`config.mk`:
```
export PLATFORM = sky130hd
export DESIGN_NAME = stream_demux3
export DESIGN_NICKNAME = d
export VERILOG_FILES = /design/src/rtl/demux_pkg.sv /design/src/rtl/demux_slot.sv /design/src/rtl/stream_demux3.sv
export SDC_FILE = /design/constraint.sdc
export NUM_CORES = 1
export LEC_CHECK = 0
export ABC_AREA = 1
export BUFFER_PORTS_ARGS = -buffer_cell sky130_fd_sc_hd__buf_4
export CAP_MARGIN = 0
export CORE_ASPECT_RATIO = 1.25
export CORE_UTILIZATION = 53
export CTS_CLUSTER_SIZE = 24
export DETAILED_ROUTE_END_ITERATION = 12
export GPL_TIMING_DRIVEN = 1
export PLACE_DENSITY = 0.86
export SLEW_MARGIN = 20
export SYNTH_ARGS = -nofsm -noshare
export SYNTH_HDL_FRONTEND = slang
export SYNTH_HIERARCHICAL = 1
export SYNTH_SLANG_ARGS = --single-unit
```
`constraint.sdc`:
```
create_clock -name clk -period 1.9 [get_ports clk]
set_input_delay 0.19 -clock clk [delete_from_list [all_inputs] [get_ports clk]]
set_output_delay 0.19 -clock clk [all_outputs]
set_load 0.02 [all_outputs]
```
`src/rtl/demux_pkg.sv`:
```
// Shared select encodings and default widths for the 3-way stream mux/demux pair.
package demux_pkg;

   localparam logic [1:0] SEL_A    = 2'b00;
   localparam logic [1:0] SEL_B    = 2'b01;
   localparam logic [1:0] SEL_C    = 2'b10;
   localparam logic [1:0] SEL_DROP = 2'b11;

   localparam int DEFAULT_DW = 3;
   localparam int DEFAULT_CW = 8;

endpackage

```
`src/rtl/demux_slot.sv`:
```
// One-entry registered output slot with valid/ready handshake.
// A slot being drained can be refilled on the same edge, so there is no bubble.
module demux_slot
   import demux_pkg::*;
#(
   parameter int DW = DEFAULT_DW
) (
   input  logic          clk,
   input  logic          rst_n,
   input  logic          load,
   input  logic [DW-1:0] load_data,
   input  logic          out_ready,
   output logic          out_valid,
   output logic [DW-1:0] out_data,
   output logic          free
);

   logic          valid_q, valid_d;
   logic [DW-1:0] data_q, data_d;

   always_comb begin
      valid_d = valid_q;
      data_d  = data_q;
      if (load) begin
         valid_d = 1'b1;
         data_d  = load_data;
      end else if (out_ready) begin
         // data is left in place after a drain
         valid_d = 1'b0;
      end
   end

   always_ff @(posedge clk or negedge rst_n) begin
      if (!rst_n) begin
         valid_q <= 1'b0;
         data_q  <= '0;
      end else begin
         valid_q <= valid_d;
         data_q  <= data_d;
      end
   end

   assign free      = !valid_q || out_ready;
   assign out_valid = valid_q;
   assign out_data  = data_q;

endmodule

```
`src/rtl/stream_demux3.sv`:
```
// Routes one tagged input stream to three independent slotted output channels;
// words tagged SEL_DROP are consumed and counted in a saturating counter.
module stream_demux3
   import demux_pkg::*;
#(
   parameter int DW = DEFAULT_DW,
   parameter int CW = DEFAULT_CW
) (
   input  logic          clk,
   input  logic          rst_n,
   input  logic [DW-1:0] in_data,
   input  logic [1:0]    in_sel,
   input  logic          in_valid,
   output logic          in_ready,
   output logic [DW-1:0] a_data,
   output logic [DW-1:0] b_data,
   output logic [DW-1:0] c_data,
   output logic          a_valid,
   output logic          b_valid,
   output logic          c_valid,
   input  logic          a_ready,
   input  logic          b_ready,
   input  logic          c_ready,
   output logic [CW-1:0] drop_cnt
);

   function automatic logic [CW-1:0] sat_inc(input logic [CW-1:0] c);
      if (c == {CW{1'b1}}) return c;
      return c + 1'b1;
   endfunction

   logic          free_a, free_b, free_c;
   logic          accept;
   logic          load_a, load_b, load_c;
   logic [CW-1:0] cnt_q, cnt_d;

   // Head-of-line: readiness depends only on the selected slot, never on in_valid.
   always_comb begin
      in_ready = 1'b1;
      case (in_sel)
         SEL_A:   in_ready = free_a;
         SEL_B:   in_ready = free_b;
         SEL_C:   in_ready = free_c;
         default: in_ready = 1'b1;
      endcase
   end

   assign accept = in_valid && in_ready;
   assign load_a = accept && (in_sel == SEL_A);
   assign load_b = accept && (in_sel == SEL_B);
   assign load_c = accept && (in_sel == SEL_C);

   always_comb begin
      cnt_d = cnt_q;
      if (accept && (in_sel == SEL_DROP)) cnt_d = sat_inc(cnt_q);
   end

   always_ff @(posedge clk or negedge rst_n) begin
      if (!rst_n) cnt_q <= '0;
      else        cnt_q <= cnt_d;
   end

   assign drop_cnt = cnt_q;

   demux_slot #(.DW(DW)) u_slot_a (
      .clk(clk), .rst_n(rst_n), .load(load_a), .load_data(in_data),
      .out_ready(a_ready), .out_valid(a_valid), .out_data(a_data), .free(free_a)
   );

   demux_slot #(.DW(DW)) u_slot_b (
      .clk(clk), .rst_n(rst_n), .load(load_b), .load_data(in_data),
      .out_ready(b_ready), .out_valid(b_valid), .out_data(b_data), .free(free_b)
   );

   demux_slot #(.DW(DW)) u_slot_c (
      .clk(clk), .rst_n(rst_n), .load(load_c), .load_data(in_data),
      .out_ready(c_ready), .out_valid(c_valid), .out_data(c_data), .free(free_c)
   );

endmodule

```
## After elaboration in Yosys (flattened, before gate mapping)

Cells that the tools add are included.

- Input port bits: 11
- Output and inout port bits: 21
- Register bits: 20
- Word-level logic and storage cells: 39

- Muxes and demuxes: 10
- Reduce and logical (&&, ||, !) cells: 16
- $add $sub $neg: 1
- Eq/ne operators: 5

Operators by type and width:

| operator | count |
|---|---|
| $add A8 B1 Y8 const B | 1 |
| $eq A8 B8 Y1 const B | 1 |
| $mux W1 | 8 |
| $mux W8 | 1 |
| $reduce_bool A2 Y1 | 3 |
| $logic_and A1 B1 Y1 | 5 |
| $eq A2 B2 Y1 const B | 2 |
| $logic_not A1 Y1 | 3 |
| $logic_or A1 B1 Y1 | 3 |
| $pmux W1 S3 | 1 |
| $eq A2 B1 Y1 const B | 1 |
| $logic_not A2 Y1 | 1 |
| $ne A2 B2 Y1 const B | 1 |
| $reduce_and A2 Y1 | 1 |

## Longest topological paths before layout

Gate-level depths: netlist (run 1).

- Depth in word-level cells: 8
- Gate-level depth with buffers: 9
- Gate-level depth less buffers: 9

## Cells and area by module

Netlist (run 1), hierarchy kept.

By module, submodules not included:

| module | times used | cells each | area each (um^2) | seq. area each (um^2) |
|---|---|---|---|---|
| stream_demux3 | 1 | 81 | 563.0 | 200.2 |
| demux_slot | 3 | 17 | 148.9 | 100.1 |

## Worst setup path before layout (run 1)

No wires, ideal clock.

- Path kind: register to register
- From: register u_slot_b.valid_q, in the netlist u_slot_b/out_valid
- To: register u_slot_c.data_q[0], in the netlist u_slot_c/out_data[0]
- Required time: 1.783 ns
- Library setup time: 0.117 ns
- Cell stages (with the launch flop): 9
- Arrival: 1.331 ns
- Period minus slack after synthesis: 1.448 ns
- Slack: 0.452 ns
- Path buffers: 0
- Cells stage by stage: dfrtp_1 -> nand2_1 -> nand3_1 -> nand4_1 -> nand2_1 -> nor2_1 -> inv_2 -> nand2_1 -> nand2_1

- Cells in the longest elaborated chain, start to end: 5

Ends and longest elaborated chain:

| item | RTL line | RTL |
|---|---|---|
| start, declared | demux_slot.sv:18 | `logic valid_q, valid_d;` |
| start signal, assigned | demux_slot.sv:38 | `valid_q <= valid_d;` |
| $logic_not A1 Y1 | demux_slot.sv:43 | `assign free = !valid_q \|\| out_ready;` |
| $logic_or A1 B1 Y1 | demux_slot.sv:43 |  |
| net free_b | stream_demux3.sv:32 | `logic free_a, free_b, free_c;` |
| $pmux W1 S3 | stream_demux3.sv:40 | `case (in_sel)` |
| net in_ready | stream_demux3.sv:14 | `output logic in_ready,` |
| $logic_and A1 B1 Y1 | stream_demux3.sv:48 | `assign accept = in_valid && in_ready;` |
| $logic_and A1 B1 Y1 | stream_demux3.sv:51 | `assign load_c = accept && (in_sel == SEL_C);` |
| net load_c | stream_demux3.sv:34 | `logic load_a, load_b, load_c;` |
| end signal, assigned | demux_slot.sv:39 | `data_q <= data_d;` |
| end, declared | demux_slot.sv:19 | `logic [DW-1:0] data_q, data_d;` |

The timed path passes the listed nets, and every way through them passes these cells.
A chain may end at the register's enable or synchronous reset.

## Worst setup path in the final report (run 1)

- From: register cnt_q[0], in the netlist drop_cnt[0]
- To: register cnt_q[2], in the netlist drop_cnt[2]

- Cells in the longest elaborated chain, start to end: 5
- Elaborated cells on any way between the ends: 7
- Those cells by class: add/sub: 1; eq/ne: 2; mux: 3; reduce/logical: 1

Ends and longest elaborated chain:

| item | RTL line | RTL |
|---|---|---|
| start, declared | stream_demux3.sv:35 | `logic [CW-1:0] cnt_q, cnt_d;` |
| start signal, assigned | stream_demux3.sv:60 | `else cnt_q <= cnt_d;` |
| $eq A8 B8 Y1 | stream_demux3.sv:28 | `if (c == {CW{1'b1}}) return c;` |
| $mux W1 | stream_demux3.sv:28 |  |
| $mux W1 | stream_demux3.sv:55 | `if (accept && (in_sel == SEL_DROP)) cnt_d = sat_inc(cnt_q);` |
| $ne A2 B2 Y1 (no source line) | -- |  |
| $reduce_and A2 Y1 (no source line) | -- |  |

Parallel ways exist; a longest one is shown, timed or not. The select of a mux whose other input is x is not followed.

==> flow_summary.yaml, run 1 <==
timing:
  hold_viol_final: 0
  finClkSkew_ns: 0.004669
  maxSlewHeadroom_pct: 79.10
  max_slew.worst_pin.slew_ns: 0.3123
  drv_slew: 0
  rsz0062_at_grt: "no"
  min_period_over_period_pct: 71.36
  max_clock_freq_ghz: 0.7376
  period_minus_slack_ns: 1.356
  tns_ns: 0
  setup_viol: 0
outcome:
  outcome: "finished clean"
floorplanning:
  die_w_um: 41.04
  core_sq_um: 1787
  start_util_pct: 56.51
  die_h_um: 50.80
  io_pins: 32
  die_area_sq_um: 2085
  rows: 17
synth:
  synth_area_sq_um: 1010
  yosys-top-cells-area: "dfrtp_1 (50%), nand2_1 (24%), nand3_1 (4.5%)"
  syn_inst: 132
  syn_area_per_cell_sq_um: 7.649
  yosysTopAreaCell: "dfrtp_1"
  yosysSeqAreaShare_pct: 49.57
  yosysTopAreaCellShare_pct: 49.57
  synth.ff_latch_count: 20
  yosysWarnings: 6
  yosys.cell_types.count: 19
  synth_nets: 144
route:
  post-route-drc-count: 0
  drt.antenna.violating_nets: 0
  vias_per_cell: 5.091
  first_pass_iters: 4
  drt_iter0_markers: 27
  routed_wl_um: 2281
  via_count: 952
  wire_per_inst_um: 12.20
critical_path:
  path_max_fanout: 5
  timing.reg2reg.setup_slack_ns: 0.54
  cp-end-kind: "register"
  rr_worst_depth: 7
  arrival_ns: 1.55
  cp-start-kind: "register"
  r2r_start: "drop_cnt[0]$_DFFE_PN0P_"
  cp.required_ns: 2.10
  r2r-end: "drop_cnt[2]$_DFFE_PN0P_"
  path_class: "register to register"
worst_hold_path:
  hold_path.class: "input port to register"
  hold-path-cell-count: 3
  hold_path_end: "u_slot_a/out_data[1]$_DFFE_PN0P_"
  min_from: "in_data[1]"
global_routing:
  grt_pass1_wl_um: 3443
  antenna_found_initial: 0
  grt_max_degree: 21
  grt_pass1_vias: 831
  grt_usage_pct: 24.50
  grt-ovfl-total: 0
finish:
  fin_nets: 181
  insertedDiodeCount: 0
  layout.cells.non_filler: 187
  final_layout_size_suffix_gt1_share_pct: 29.17
  areaGrowthSynthToFinish_pct: 31.60
place:
  io_buffers: 31
  place_congestion: 0.7064
  hpwl_um: 1714
  placed_cells: 182
clock_network:
  clockBufferDepth: 2
  clk_latency_ns: 0.30
  ctsHtreeMaxLevel: 1
  clk_pin_slew_ns: 0.12
  cts_buffers: 3
  cts_tree: "built"
  clock_tree.root_cell: "clkbuf_4"
  clkSinkCount: 20
  ctsResizeCount: 0
flow_run:
  max_cap_violations: 0
power_and_ir_drop:
  powerDensity_nw_per_um2: 1022
  p_leak_nw: 0.7573
  ir_drop_mv: 0.7210
-- worst max-delay path: stages (launching register included) --
cell,delay [ns]
dfrtp_1,0.45
ha_1,0.26
nand3_2,0.11
clkinv_1,0.10
nand2_4,0.12
nand3_1,0.09
nand2_1,0.08
nand2_1,0.05
-- metal layers --
| layer | up-vias | routed length, um | global-route usage, % |
|---|---|---|---|
| met5 | - | 0 | 0 |
| met4 | 0 | 16 | 10.00 |
| met3 | 2 | 88 | 3.097 |
| met2 | 25 | 1262 | 42.97 |
| met1 | 454 | 914 | 27.57 |
| li1 | 471 | - | - |
-- cell type report --
type / instances / area, sq um
inverter: 18 / 72.57
clock inverter: 1 / 30.03
sequential: 20 / 500.5
fill: 143 / 457.9
timing repair buffer: 32 / 242.7
tap: 19 / 23.77
clock buffer: 3 / 22.52
multi-input combinational: 94 / 436.7
-- synth_stat cells --
cell type	number
nand2_1	65
dfrtp_1	20
inv_1	10
nand3_1	9
nor2_1	6
inv_2	5
nand4_1	3
inv_4	2
nand3_2	2
a21oi_1	1
clkinv_1	1
ha_1	1
nand2_2	1
nand2_4	1
nand2_8	1
nor2_2	1
nor2_4	1
o21ai_0	1
xor2_1	1
-- how the worst max path moves through the flow --
| stage | start | endpoint | slack (ns) | cells past startpoint |
|---|---|---|---|---|
| 6_report | drop_cnt[0]$_DFFE_PN0P_ | drop_cnt[2]$_DFFE_PN0P_ | 0.54 | 7 |
| 5_1_grt | u_slot_b/out_valid$_DFFE_PN0P_ | u_slot_b/out_data[2]$_DFFE_PN0P_ | 0.42 | 8 |
| 4_1_cts | drop_cnt[0]$_DFFE_PN0P_ | drop_cnt[2]$_DFFE_PN0P_ | 0.55 | 7 |
| 3_5_place_dp | u_slot_b/out_valid$_DFFE_PN0P_ | u_slot_b/out_data[2]$_DFFE_PN0P_ | 0.59 | 8 |
| 3_3_place_gp | u_slot_a/out_valid$_DFFE_PN0P_ | u_slot_b/out_data[2]$_DFFE_PN0P_ | 0.64 | 8 |
| 2_1_floorplan | u_slot_b/out_valid$_DFFE_PN0P_ | u_slot_c/out_data[0]$_DFFE_PN0P_ | 0.45 | 8 |
-- metrics by stage --
| stage | cell area, sq um | setup slack [ns] | hold WS [ns] | utilization (%) | total power, W |
|---|---|---|---|---|---|
| 2_1_floorplan | 1010 | 0.4521 | -0.1056 | - | 0.0008142 |
| 3_3_place_gp | 1266 | 0.6435 | 0.07725 | 70.87 | 0.0009960 |
| 3_5_place_dp | 1266 | 0.5929 | 0.08484 | 70.87 | 0.001013 |
| 4_1_cts | 1329 | 0.5463 | 0.1073 | 74.37 | 0.001365 |
| 5_1_grt | 1329 | 0.4231 | 0.1070 | 74.37 | 0.001428 |
| 6_report | 1329 | 0.5442 | 0.1162 | 74.37 | 0.001357 |
-- registers in the layout, summed over array words and instances, names as in the netlist --
| name | count |
|---|---|
| u_slot_b/out_data | 3 |
| u_slot_b/out_valid | 1 |
| u_slot_c/out_valid | 1 |
| u_slot_a/out_valid | 1 |
| drop_cnt | 8 |
| u_slot_a/out_data | 3 |
| u_slot_c/out_data | 3 |
-- cells by family after synthesis --
group	after synthesis	synth area share [%]
xor+xnor	1	0.8676
compound gates	2	0.9904
buf+inv	18	7.187
fa+ha+maj	1	1.239
flops	20	49.57
simple gates	90	40.15
-- what timing repair did --
action / 4_1_cts / 5_1_grt
buffers inserted: 0 / 0
hold buffers: 1 / 0
endpoints found under the hold margin: 20 / 0
-- power breakdown --
group          total, W  leakage (nW)  switching, W  internal [W]
registers      0.000589         0.254     0.0000850      0.000504
logic          0.000424         0.476      0.000248      0.000176
clock network  0.000344        0.0279      0.000131      0.000213
total           0.00136         0.757      0.000465      0.000893
-- cell usage in the layout, fill, tap and decap left out, types with 2 or more instances in the layout --
| cell type | n |
|---|---|
| inv_4 | 2 |
| nand3_1 | 9 |
| nand4_1 | 3 |
| dfrtp_1 | 20 |
| nor2_1 | 6 |
| clkbuf_4 | 3 |
| inv_2 | 5 |
| nand3_2 | 2 |
| inv_1 | 10 |
| nand2_1 | 65 |
| buf_4 | 31 |
(Power assumes the default switching activity.)
==> run 2: changes to the inputs <==
CORE_UTILIZATION = 49   (was 53)
PLACE_DENSITY = 0.8   (was 0.86)
clock period = 1.3 ns   (was 1.9 ns; I/O delays follow)
==> run 2 against run 1 <==
Compared with the run above:
- the run now ends with setup timing left
- sequential share of layout area fell by 3.1 points
- sequential cell count did not move
- cell count rose by 5.3%
- sequential power rose by 47%
- combinational power rose by 67%
- design area rose by 10%
- hold slack got worse by 0.074 ns
- non-clock buffer count rose by 9
- global-route usage rose by 0.62 points
- largest power group unchanged
==> flow_summary.yaml, run 2 (synthesis results as in run 1) <==
outcome:
  outcome: "finished, violations left"
  failed_checks: "setup timing"
timing:
  hold_viol_final: 0
  rsz0062_at_grt: "yes"
  max_clock_freq_ghz: 0.7685
  period_minus_slack_ns: 1.301
  min_period_over_period_pct: 100.1
  timing.hold.ws_ns: 0.04205
  finClkSkew_ns: 0.009874
  maxSlewHeadroom_pct: 82.66
  setup_viol: 1
  max_slew.worst_pin.slew_ns: 0.2601
  layout_setup_ws_ns: -0.001305
  drv_slew: 0
finish:
  final_cell_mix: "nand2_1 (60), buf_4 (40), dfrtp_1 (16), inv_1 (10), nand3_1 (7)"
  fillers: 148
  final_common_cell: "nand2_1"
  insertedDiodeCount: 0
  regArea_sq_um: 505.5
  multi_input_area_sq_um: 496.7
  fin_nets: 190
  final_layout_size_suffix_gt1_share_pct: 42.37
  areaGrowthSynthToFinish_pct: 44.98
  final_core_util_pct: 74.71
  largest_register_ffs: 8
power_and_ir_drop:
  p_clk_share_pct: 24.7
  p_sw_w: 0.0007237
  internal_power_w: 0.001364
  power.share.switching_pct: 34.66
  p_leak_nw: 0.8034
  powerDensity_nw_per_um2: 1426
  ir_drop_mv: 1.068
  combPwrFrac_pct: 33.9
  seqPwrFrac_pct: 41.4
floorplanning:
  start_util_pct: 51.53
  core_sq_um: 1959
  die_w_um: 42.60
  die_area_sq_um: 2247
  rows: 18
  die_h_um: 52.75
  io_pins: 32
route:
  wl_met2_um: 1404
  drt_iter0_markers: 31
  first_pass_iters: 5
  drt.antenna.violating_nets: 0
  via_count: 1007
  post-route-drc-count: 0
  top_layer_used: "met4"
  vias_per_cell: 5.112
  wire_per_inst_um: 12.89
  wl_met1_um: 983
  route.met3.wl_um: 100
  routed_wl_um: 2540
clock_network:
  ctsHtreeMaxLevel: 1
  clkSinkCount: 20
  clk_latency_ns: 0.31
  clock_tree.root_cell: "clkbuf_4"
  cts_tree: "built"
  clockBufferDepth: 2
  cts_buffers: 3
  clk_pin_slew_ns: 0.12
global_routing:
  grt_pass1_wl_um: 4174
  grt_pass1_vias: 991
  grt_usage_pct: 25.13
  antenna_found_initial: 0
  grt_max_degree: 21
  grt-ovfl-total: 0
critical_path:
  arrival_ns: 1.17
  crit_path_cell_trace: "nand2_2 -> nand2_1 -> nand4_1 -> buf_4"
  worst_path_largest_cell_delay_ns: 0.39
  cp-end-kind: "output port"
  path_max_fanout: 2
  cp.required_ns: 1.17
  path_class: "register to output port"
  slowest_stage: "dfrtp_2"
  cp-start-kind: "register"
flow_run:
  max_cap_violations: 0
place:
  dp_slack_ns: -0.007903
  place_congestion: 0.8561
  hpwl_um: 1800
  io_buffers: 31
worst_hold_path:
  hold_path.class: "input port to register"
## run 2: changes by cell type in the layout (fill, tap and decap cells not counted), sizes merged
cell,before,now
buf,31,40
## run 2: final cells by class
class	instances	share of cell area, %
flip-flops and latches	20	34.53
repair buffers	41	21.20
clock inverters	1	2.051
multi-input cells	94	33.93
inverters	18	5.043
well taps	20	1.709
clock buffers	3	1.538
## run 2: metrics by stage
stage               cell area, sq um  setup TNS, ns  instances  power [W]
floorplan                       1040         -1.001        132   0.001203
global placement                1313              0        185   0.001510
detailed placement              1313      -0.007903        185   0.001533
CTS                             1439              0        196   0.002066
global route                    1464        -0.4665        197   0.002185
finish                          1464      -0.001305        197   0.002088
## run 2: worst max-delay path: cells and delay by family, from the launching register on
kind                   cells  cell delay, ns
and+or+nand+nor            3            0.28
DFF                        1            0.39
buffers and inverters      1            0.20
## run 2: worst paths after layout
path | startpoint | end | cells after the start | slack, ns
worst min-delay path | in_data[2] | u_slot_a/out_data[2]$_DFFE_PN0P_ | 3 | 0.04
min in group asynchronous | rst_n | drop_cnt[7]$_DFFE_PN0P_ | 2 | 0.22
worst min register to register | u_slot_b/out_data[0]$_DFFE_PN0P_ | u_slot_b/out_data[0]$_DFFE_PN0P_ | 2 | 0.48
worst max-delay path | u_slot_c/out_valid$_DFFE_PN0P_ | in_ready | 4 | -0.001
max in group asynchronous | rst_n | u_slot_b/out_valid$_DFFE_PN0P_ | 2 | 0.85
worst max register to register | u_slot_a/out_valid$_DFFE_PN0P_ | u_slot_c/out_data[0]$_DFFE_PN0P_ | 8 | 0.02
## run 2: power by group through the flow
| stage | Sequential (W) | Combinational, W | Clock, W |
|---|---|---|---|
| after floorplan | 0.000997 | 0.000206 | 0 |
| after global placement | 0.000851 | 0.000659 | 0 |
| after detailed placement | 0.000857 | 0.000675 | 0 |
| after CTS | 0.000847 | 0.000697 | 0.000522 |
| after global routing | 0.000878 | 0.000766 | 0.000540 |
| final | 0.000864 | 0.000708 | 0.000516 |
## run 2: layer usage
metal  up-vias  global-route usage, %
li1        493                      -
met1       470                  30.13
met2        37                  44.36
met3         7                  2.414
met4         0                  13.02
met5         -                      0
## run 2: what timing repair did
item                                   CTS  global route
pin swaps                                6             4
setup buffers                            6             1
endpoints found under the hold margin   20             0
gates resized for setup                  6             4
hold buffers                             1             0
setup endpoints to repair                9            18
==> run 3: changes to the inputs <==
CELL_PAD_IN_SITES_DETAIL_PLACEMENT = 1   (was default)
CELL_PAD_IN_SITES_GLOBAL_PLACEMENT = 1   (was default)
CORE_UTILIZATION = 35   (was 49)
PLACE_DENSITY = 0.81   (was 0.8)
==> run 3 against run 2 <==
Compared with the run above:
- the flow still finishes with violations (setup timing)
- clock-buffer cell count unchanged
- sequential cell count unchanged
- non-clock buffer count down 6
- sequential power down 2%
- worst setup slack worse by 0.014 ns
- utilization down 23 points
- sequential share of layout area up 1.8 points
- design area down 5.0%
- die area up 38%
- clock skew down 0.0037 ns
- clock power down 42%
- critical path depth up 4
- critical path type is now register to register
- critical endpoint is now u_slot_b/out_data[0]$_DFFE_PN0P_
==> flow_summary.yaml, run 3 (synthesis results as in run 1) <==
timing:
  maxSlewHeadroom_pct: 81.67
  rsz0062_at_grt: "yes"
  layout_setup_ws_ns: -0.01517
  period_minus_slack_ns: 1.315
  drv_slew: 0
  min_period_over_period_pct: 101.2
  max_clock_freq_ghz: 0.7604
  max_slew.worst_pin.slew_ns: 0.2750
  finClkSkew_ns: 0.006150
  setup_viol: 2
  hold_viol_final: 0
  tns_ns: -0.02656
critical_path:
  r2r-end: "u_slot_b/out_data[0]$_DFFE_PN0P_"
  rr_worst_depth: 8
  cp-end-kind: "register"
  cp-start-kind: "register"
  timing.reg2reg.setup_slack_ns: -0.02
  cp.required_ns: 1.50
  path_max_fanout: 4
  slowest_stage: "dfrtp_2"
  worst_path_largest_cell_delay_ns: 0.42
  path_class: "register to register"
  arrival_ns: 1.51
  r2r_start: "u_slot_a/out_valid$_DFFE_PN0P_"
  crit_top_cell: "nand2_2"
  worst-path-buf-inv: 1
  crit_family: "simple AND/OR/NAND/NOR gates"
  crit_path_cell_trace: "nand2_1 -> nand3_1 -> nand4_1 -> nand2_2 -> nor2_4 -> inv_2 -> nand2_2 -> nand2_2"
worst_hold_path:
  hold_path.class: "input port to register"
  hold-path-cell-count: 3
  min_from: "in_data[0]"
  hold_path_end: "u_slot_a/out_data[0]$_DFFE_PN0P_"
route:
  drt_iter0_markers: 11
  drt.antenna.violating_nets: 0
  post-route-drc-count: 0
  vias_per_cell: 4.814
  first_pass_iters: 4
  wire_per_inst_um: 13.05
  routed_wl_um: 2663
  via_count: 982
finish:
  largest_register_ffs: 8
  insertedDiodeCount: 0
  final_common_cell: "nand2_1"
  final_layout_size_suffix_gt1_share_pct: 39.41
  fillers: 345
  final_cell_mix: "nand2_1 (60), buf_4 (34), dfrtp_1 (16), inv_1 (10), nand3_1 (8)"
  areaGrowthSynthToFinish_pct: 37.67
  fin_nets: 184
power_and_ir_drop:
  ir_drop_mv: 0.6908
  p_leak_nw: 0.7595
  powerDensity_nw_per_um2: 1320
  p_total_w: 0.001835
clock_network:
  clockBufferDepth: 2
  clk_latency_ns: 0.30
  cts_tree: "built"
  ctsHtreeMaxLevel: 1
  cts_buffers: 3
  clkSinkCount: 20
  clk_pin_slew_ns: 0.11
  clock_tree.root_cell: "clkbuf_4"
floorplanning:
  rows: 21
  die_h_um: 62.05
  core_sq_um: 2706
  die_w_um: 50.04
  start_util_pct: 37.31
  io_pins: 32
  die_area_sq_um: 3105
global_routing:
  grt-ovfl-total: 0
  grt_max_degree: 21
  grt_usage_pct: 19.14
  grt_pass1_wl_um: 4319
  antenna_found_initial: 0
  grt_pass1_vias: 988
place:
  place_congestion: 0.7791
  hpwl_um: 2125
  io_buffers: 31
outcome:
  failed_checks: "setup timing"
  outcome: "finished, violations left"
flow_run:
  max_cap_violations: 0
[run 3: final cells by class]
| class | instances | area (sq um) | area share (%) |
|---|---|---|---|
| Sequential cell | 20 | 505.5 | 36.36 |
| Multi-Input combinational cell | 94 | 481.7 | 34.65 |
| Timing Repair Buffer | 35 | 265.3 | 19.08 |
| Inverter | 18 | 72.57 | 5.221 |
| Tap cell | 34 | 42.54 | 3.060 |
| Clock buffer | 3 | 22.52 | 1.620 |
[run 3: worst max path at each step]
| stage | start | to | slack (ns) | cells past startpoint |
|---|---|---|---|---|
| after global routing | u_slot_a/out_valid$_DFFE_PN0P_ | u_slot_b/out_data[2]$_DFFE_PN0P_ | -0.12 | 8 |
| after detailed placement | u_slot_b/out_valid$_DFFE_PN0P_ | u_slot_a/out_data[2]$_DFFE_PN0P_ | -0.03 | 8 |
| after CTS | u_slot_b/out_valid$_DFFE_PN0P_ | in_ready | -0.03 | 4 |
| final | u_slot_a/out_valid$_DFFE_PN0P_ | u_slot_b/out_data[0]$_DFFE_PN0P_ | -0.02 | 8 |
| after floorplan | u_slot_a/out_valid$_DFFE_PN0P_ | u_slot_a/out_data[0]$_DFFE_PN0P_ | -0.09 | 8 |
| after global placement | drop_cnt[1]$_DFFE_PN0P_ | drop_cnt[0]$_DFFE_PN0P_ | 0.06 | 7 |
[run 3: power by group]
part           switching (W)  internal (W)  leakage, nW
Clock               0.000190      0.000108       0.0138
Combinational       0.000395      0.000294        0.497
Sequential          0.000109      0.000739        0.248
Total               0.000694       0.00114        0.760
[run 3: through the flow]
step	setup slack, ns	cells	instance area, sq um	utilization [%]	hold slack (ns)
finish	-0.01517	204	1390	51.36	0.05763
global route	-0.1161	204	1390	51.36	0.03994
CTS	-0.03098	204	1388	51.27	0.05690
detailed placement	-0.03399	198	1323	48.87	0.02988
global placement	0.06274	198	1323	48.87	0.02859
floorplan	-0.09195	132	1040	-	-0.1656
[run 3: worst min-delay path, delay by kind of cell]
family	cells	cell delay (ns)
buf+inv	1	0.10
simple gates	2	0.10
[run 3: timing repair]
action                     4_1_cts  5_1_grt
hold endpoints to repair        20        0
resized for setup                6        2
setup endpoints to repair       16       20
hold buffers                     1        0
setup buffers                    2        0
pin swaps                        7        1
[run 3: per-layer routing]
| layer | wire, um | share of wire [%] | up-vias | GRT usage [%] |
|---|---|---|---|---|
| li1 | - | - | 479 | - |
| met1 | 977 | 37 | 474 | 18.76 |
| met2 | 1546 | 58 | 24 | 40.00 |
| met3 | 98 | 3.7 | 5 | 2.920 |
| met4 | 40 | 1.5 | 0 | 7.347 |
| met5 | 0 | 0 | - | 0 |
